$ cat config.mk
export PLATFORM = sky130hd
export DESIGN_NAME = writeback_mem_responder
export DESIGN_NICKNAME = d
export VERILOG_FILES = /design/src/rtl/writeback_mem_responder.sv
export SDC_FILE = /design/constraint.sdc
export NUM_CORES = 1
export LEC_CHECK = 0
export ABC_CLOCK_PERIOD_IN_PS = 5300
export CAP_MARGIN = 20
export CELL_PAD_IN_SITES_DETAIL_PLACEMENT = 0
export CELL_PAD_IN_SITES_GLOBAL_PLACEMENT = 1
export CORE_MARGIN = 1
export CORE_UTILIZATION = 53
export CTS_CLUSTER_SIZE = 14
export DETAILED_ROUTE_END_ITERATION = 6
export PLACE_DENSITY_LB_ADDON = 0.1
export SLEW_MARGIN = 30
export SYNTH_ARGS = -nofsm -noshare
export SYNTH_HDL_FRONTEND = slang
export SYNTH_SLANG_ARGS = --single-unit
$ cat constraint.sdc
create_clock -name clk -period 5.3 [get_ports clk]
set_input_delay 1.06 -clock clk [delete_from_list [all_inputs] [get_ports clk]]
set_output_delay 1.06 -clock clk [all_outputs]
set_load 0.02 [all_outputs]
$ cat src/rtl/writeback_mem_responder.sv
// Memory-side receiver for cache write-backs: acks each posted block write once,
// queues it in a small show-ahead FIFO and drains it to memory via valid/ready.
module writeback_mem_responder #(
    parameter int DATA_WIDTH    = 32,
    parameter int ADDRESS_WIDTH = 32,
    parameter int BLOCK_SIZE    = 32,
    parameter int FIFO_DEPTH    = 4,
    localparam int OFFSET_WIDTH = $clog2(BLOCK_SIZE),
    localparam int PTR_WIDTH    = $clog2(FIFO_DEPTH),
    localparam int COUNT_WIDTH  = $clog2(FIFO_DEPTH + 1)
) (
    input  logic                     clk,
    input  logic                     reset_n,
    input  logic                     readyToSend,
    input  logic [ADDRESS_WIDTH-1:0] w_address,
    input  logic [DATA_WIDTH-1:0]    dataIn,
    output logic                     ack,
    output logic                     mem_valid,
    output logic [ADDRESS_WIDTH-1:0] mem_addr,
    output logic [DATA_WIDTH-1:0]    mem_data,
    input  logic                     mem_ready,
    output logic [COUNT_WIDTH-1:0]   fifo_count,
    output logic                     align_err,
    input  logic                     err_clear
);

    typedef enum logic {
        RX_IDLE,
        RX_ACK
    } rx_state_t;

    rx_state_t               r_state;
    logic                    r_ack;
    logic [PTR_WIDTH-1:0]    r_wr_ptr;
    logic [PTR_WIDTH-1:0]    r_rd_ptr;
    logic [COUNT_WIDTH-1:0]  r_count;
    logic                    r_align_err;

    logic [ADDRESS_WIDTH-1:0] r_entry_addr [FIFO_DEPTH];
    logic [DATA_WIDTH-1:0]    r_entry_data [FIFO_DEPTH];

    logic w_full;
    logic w_not_empty;
    logic w_push;
    logic w_pop;
    logic w_misaligned;

    assign w_full       = (r_count == COUNT_WIDTH'(FIFO_DEPTH));
    assign w_not_empty  = (r_count != '0);
    // Fullness is judged on the registered count, so a pop in the same cycle
    // never frees room for a push until the following cycle.
    assign w_push       = (r_state == RX_IDLE) && readyToSend && !w_full;
    assign w_pop        = w_not_empty && mem_ready;
    assign w_misaligned = |w_address[OFFSET_WIDTH-1:0];

    // Receive handshake: the ack cycle swallows the still-high readyToSend.
    always_ff @(posedge clk or negedge reset_n) begin
        if (!reset_n) begin
            r_state <= RX_IDLE;
            r_ack   <= 1'b0;
        end else begin
            case (r_state)
                RX_IDLE: begin
                    if (w_push) begin
                        r_state <= RX_ACK;
                        r_ack   <= 1'b1;
                    end else begin
                        r_ack   <= 1'b0;
                    end
                end
                RX_ACK: begin
                    r_state <= RX_IDLE;
                    r_ack   <= 1'b0;
                end
                default: begin
                    r_state <= RX_IDLE;
                    r_ack   <= 1'b0;
                end
            endcase
        end
    end

    always_ff @(posedge clk or negedge reset_n) begin
        if (!reset_n) begin
            r_wr_ptr <= '0;
            r_rd_ptr <= '0;
            r_count  <= '0;
        end else begin
            if (w_push) begin
                r_wr_ptr <= r_wr_ptr + PTR_WIDTH'(1);
            end
            if (w_pop) begin
                r_rd_ptr <= r_rd_ptr + PTR_WIDTH'(1);
            end
            if (w_push && !w_pop) begin
                r_count <= r_count + COUNT_WIDTH'(1);
            end else if (w_pop && !w_push) begin
                r_count <= r_count - COUNT_WIDTH'(1);
            end
        end
    end

    genvar gi;
    generate
        for (gi = 0; gi < FIFO_DEPTH; gi++) begin : g_entry
            always_ff @(posedge clk or negedge reset_n) begin
                if (!reset_n) begin
                    r_entry_addr[gi] <= '0;
                    r_entry_data[gi] <= '0;
                end else if (w_push && (r_wr_ptr == PTR_WIDTH'(gi))) begin
                    r_entry_addr[gi] <= w_address;
                    r_entry_data[gi] <= dataIn;
                end
            end
        end
    endgenerate

    // Clear first, then set, so a coincident misaligned push keeps the flag.
    always_ff @(posedge clk or negedge reset_n) begin
        if (!reset_n) begin
            r_align_err <= 1'b0;
        end else begin
            if (err_clear) begin
                r_align_err <= 1'b0;
            end
            if (w_push && w_misaligned) begin
                r_align_err <= 1'b1;
            end
        end
    end

    assign ack        = r_ack;
    assign mem_valid  = w_not_empty;
    assign mem_addr   = w_not_empty ? r_entry_addr[r_rd_ptr] : '0;
    assign mem_data   = w_not_empty ? r_entry_data[r_rd_ptr] : '0;
    assign fifo_count = r_count;
    assign align_err  = r_align_err;

endmodule

## Yosys cells after proc, flatten, opt, wreduce, memory -nomap -nowiden

Index checks and enable logic that the tools add are counted.
Widths: inputs -> output; s select.

| storage, ports and cells | value |
|---|---|
| bits in registers | 265 |
| logic and storage cells | 56 |

| operators by class | value |
|---|---|
| add/sub/neg operators | 4 |
| magnitude comparators | 1 |
| equality and inequality tests | 4 |
| multiplexer cells | 14 |
| bitwise logic cells | 2 |
| reduce and logical (&&, ||, !) cells | 18 |

Operator list:

| kind | number |
|---|---|
| $mux 32 | 6 |
| $bmux 32 s2 | 2 |
| $logic_and 1x1->1 | 10 |
| $mux 3 | 2 |
| $reduce_or 5->1 | 1 |
| $add 2x1->2 const B | 2 |
| $eq 2x2->1 const B | 2 |
| $reduce_bool 2->1 | 2 |
| $add 3x1->3 const B | 1 |
| $eq 3x3->1 const B | 1 |
| $ge 3x3->1 const B | 1 |
| $logic_not 1->1 | 3 |
| $mux 1 | 3 |
| $not 2->3 | 1 |
| $reduce_bool 3->1 | 1 |
| $sub 3x1->3 const B | 1 |
| $eq 2x1->1 const B | 1 |
| $logic_not 2->1 | 1 |
| $pmux 1 s2 | 1 |
| $not 1->1 | 1 |

## Logic depth before layout (Yosys ltp)

| logic depth | value |
|---|---|
| depth after elaboration | 7 |
| gate-level depth with buffers | 9 |
| mapped depth without buffers | 8 |

## Least setup slack after synthesis

Ideal clock, no wire load.

| timing | value |
|---|---|
| kind | register -> output |
| start | register r_count[1] (netlist: fifo_count[1]) |
| end | output port mem_addr[10] |
| arrival | 1.563 ns |
| setup slack | 2.677 ns |
| cell stages (with the launch flop) | 5 |
| path buffers | 2 |
| cells stage by stage | dfrtp_1 or3_2 clkbuf_1 clkbuf_1 and2_1 |

| on the way | value |
|---|---|
| word-level cells in the longest chain between the ends | 2 |

Ends and longest elaborated chain:

| what | line | source |
|---|---|---|
| start: declaration | 36 | `logic [COUNT_WIDTH-1:0] r_count;` |
| start signal: assignment | 96 | `r_count <= r_count + COUNT_WIDTH'(1);` |
| start signal: assignment | 98 | `r_count <= r_count - COUNT_WIDTH'(1);` |
| $reduce_bool 3->1 | 49 | `assign w_not_empty = (r_count != '0);` |
| $mux 32 | 134 | `assign mem_addr = w_not_empty ? r_entry_addr[r_rd_ptr] : '0;` |
| end: declaration | 19 | `output logic [ADDRESS_WIDTH-1:0] mem_addr,` |

No other way between the ends.

## Worst setup path after layout

| timing | value |
|---|---|
| start | register r_rd_ptr[0] |
| end | output port mem_addr[16] |

| on the way | value |
|---|---|
| word-level cells in the longest chain between the ends | 5 |

Ends and longest elaborated chain:

| what | line | source |
|---|---|---|
| start: declaration | 35 | `logic [PTR_WIDTH-1:0] r_rd_ptr;` |
| start signal: assignment | 93 | `r_rd_ptr <= r_rd_ptr + PTR_WIDTH'(1);` |
| $not 2->3 (implied by the code) | 134 |  |
| $bmux 32 s2 | 134 |  |
| $mux 32 (implied by the code) (2 in a row) | 134 |  |
| $mux 32 | 134 |  |

No other way between the ends. The select of a mux whose other input is x is not followed.

==> impl_metrics.yaml <==
clock_tree:
  cts_made_buffers: 29
  cts.repair.resized: 0
  clk_pin_slew_ns: 0.06
  clockRootBuffer: "clkbuf_16"
  clock-sinks: 265
  clockBufferDepth: 3
  clock_latency_ns: 0.54
  cts_setup_buffers: 0
  cts_max_level: 1
  cts_tree: "yes"
  cts_hold_buffers: 0
power_and_ir_drop:
  switching_share: 0.318
  seqPwrFrac: 0.332
  pwr-share-comb: 0.493
  cellPowerDensity_mw_per_mm2: 745
  p_switching_mw: 3.67
  clock_power_share: 0.175
  cellInternalPower_mw: 7.88
  power.leakage_nw: 6.68
  peakVddDrop_mv: 0.545
final_layout:
  final_cell_mix: "dfrtp_1, mux2_4, clkdlybuf4s50_1"
  final_common_cell: "dfrtp_1"
  fin_util: 0.636
  layout.nets: 938
  diodes: 0
  drive_above_1_share: 0.441
  fillers: 1778
  areaGrowthSynthToFinish_pct: 17.6
outcome:
  status: "complete, no violations"
logic_synthesis:
  yosysTopAreaCellShare: 0.502
  yosysUniqueCellTypes: 25
  syn_area_per_cell_um2: 18.1
  yosys.area.top_type: "dfrtp_1"
  yosys_warnings: 0
  synth.top_cells.by_area: "dfrtp_1, mux2_4, mux4_2"
  netlist_instances: 731
  syn-cell-area_mm2: 0.0132
  synth_edf_count: 0
  async_flop_share: 1.00
  yosys_most_used_dff: "dfrtp_1"
  seq_area_frac_synth: 0.502
  synth_nets: 806
  ys_ff_latch: 265
timing:
  fin_crit_sh: 0.782
  layout_min_cycle_time_ns: 4.14
  final_hold_viol_count: 0
  rsz0062_at_grt: "false"
  skew_ns: 0.0134
  tightest_slew_ns: 0.794
  fmax_mhz: 241
  finalSetupTns_ns: 0
  slew_headroom: 0.470
  finalMaxSlewViolations: 0
  finalSetupViolations: 0
  layout_setup_ws_ns: 1.16
routing:
  detail_route.iter0.violations: 370
  first_pass_iters: 4
  drt-total-wl_um: 27300
  wl_per_cell_um: 22.6
  num_vias: 6746
  drc_errors: 0
  ant_nets: 0
  via_per_inst: 5.59
global_routing:
  gr-total-overflow: 0
  grt_antenna_before_repair: 0
  grt_max_degree: 137
  grt_pass1_vias: 7842
  grt_usage: 0.223
  grt_first_pass_wirelength_um: 45100
die:
  dieArea_mm2: 0.0255
  rows: 57
  io_pins: 139
  dieWidth_um: 160
  die_y_um: 160
  initial_core_util: 0.541
  core_mm2: 0.0244
worst_setup_path:
  critPathKind: "flop to primary output"
  rr_startpoint: "fifo_count[2]"
  ff2ff_setup_slack_ns: 2.72
  end_kind: "primary output"
  rr_endpoint: "fifo_count[2]"
  start_kind: "flop"
  endpoint: "mem_addr[16]"
  critical_path.max_fanout: 36
  r2r_cells: 8
  critPathLaunch: "r_rd_ptr[0]"
  critPathRequiredTime_ns: 4.24
  crit_arrival_ns: 3.08
worst_hold_path:
  hp-class: "flop to flop"
  min_delay_path_depth: 1
placement:
  dp_hpwl_um: 15900
  pre_cts_ws_ns: 1.62
  gp_congestion: 0.723
  port_buffers: 138
job:
  drv_cap: 0
==> sequential cells by signal, summed over array words and instances, names as in the netlist <==
name,cells
r_entry_addr,128
r_entry_data,128
fifo_count,3
r_rd_ptr,2
r_wr_ptr,2
ack,1
align_err,1
==> cell families after synthesis <==
| group | after synthesis | synth area share |
|---|---|---|
| fa+ha+maj | 6 | 0.00626 |
| mux | 322 | 0.398 |
| flops | 265 | 0.502 |
| compound gates | 1 | 0.000664 |
| simple gates | 78 | 0.0403 |
| xor+xnor | 6 | 0.00398 |
| buf+inv | 53 | 0.0487 |
==> worst max-delay path, stage by stage (launching register included) <==
cell	delay, ns
dfrtp_4	0.95
buf_12	0.32
mux4_2	0.53
and2_1	0.18
clkdlybuf4s50_1	0.54
==> how the worst min path moves through the flow <==
stage                         to  slack, ns              start
2_1_floorplan   r_entry_addr[63]       0.48   r_entry_addr[63]
3_5_place_dp    r_entry_data[26]       0.49   r_entry_data[26]
6_report        r_entry_addr[45]       0.50   r_entry_addr[45]
5_1_grt         r_entry_addr[45]       0.51   r_entry_addr[45]
3_3_place_gp   r_entry_data[110]       0.48  r_entry_data[110]
4_1_cts         r_entry_addr[45]       0.50   r_entry_addr[45]
==> layout make-up <==
| type | count | area, um^2 | share of cell area |
|---|---|---|---|
| Clock buffer | 39 | 813 | 0.0524 |
| Clock inverter | 12 | 143 | 0.00919 |
| Inverter | 4 | 15.0 | 0.000968 |
| Multi-Input combinational cell | 413 | 5960 | 0.384 |
| Sequential cell | 265 | 6640 | 0.428 |
| Tap cell | 324 | 405 | 0.0261 |
| Timing Repair Buffer | 150 | 1540 | 0.0992 |
==> cells in the mapped netlist (all sizes together), types with 3 or more instances <==
library cell	instances
mux4	64
and2	64
mux2	258
ha	5
nor3b	3
inv	4
nor4bb	4
clkbuf	8
dfrtp	265
xnor2	4
buf	41
==> layer usage <==
metal / track usage / up-vias / share of wire
met1: 0.311 / 3643 / 0.45
met3: 0.0353 / 32 / 0.043
li1: - / 2923 / -
met2: 0.372 / 148 / 0.50
met4: 0.0481 / 0 / 0.015
met5: 0 / - / 0
==> power by group through the flow <==
| stage | combinational (mW) | clock, mW | sequential [mW] |
|---|---|---|---|
| 2_1_floorplan | 4.32 | 0 | 3.48 |
| 3_3_place_gp | 5.60 | 0 | 3.81 |
| 3_5_place_dp | 5.75 | 0 | 3.84 |
| 4_1_cts | 5.78 | 2.07 | 3.84 |
| 5_1_grt | 6.05 | 2.16 | 3.97 |
| 6_report | 5.70 | 2.02 | 3.84 |
==> stage by stage <==
stage | hold WS (ns) | total power, mW | cell area, um^2 | instances
after global placement | 0.484 | 9.41 | 14500 | 1155
final | 0.502 | 11.6 | 15500 | 1207
after CTS | 0.505 | 11.7 | 15500 | 1207
after global routing | 0.513 | 12.2 | 15500 | 1207
after detailed placement | 0.490 | 9.60 | 14600 | 1156
after floorplan | 0.475 | 7.80 | 13200 | 731
No activity file was read; power rests on OpenSTA's default activity.
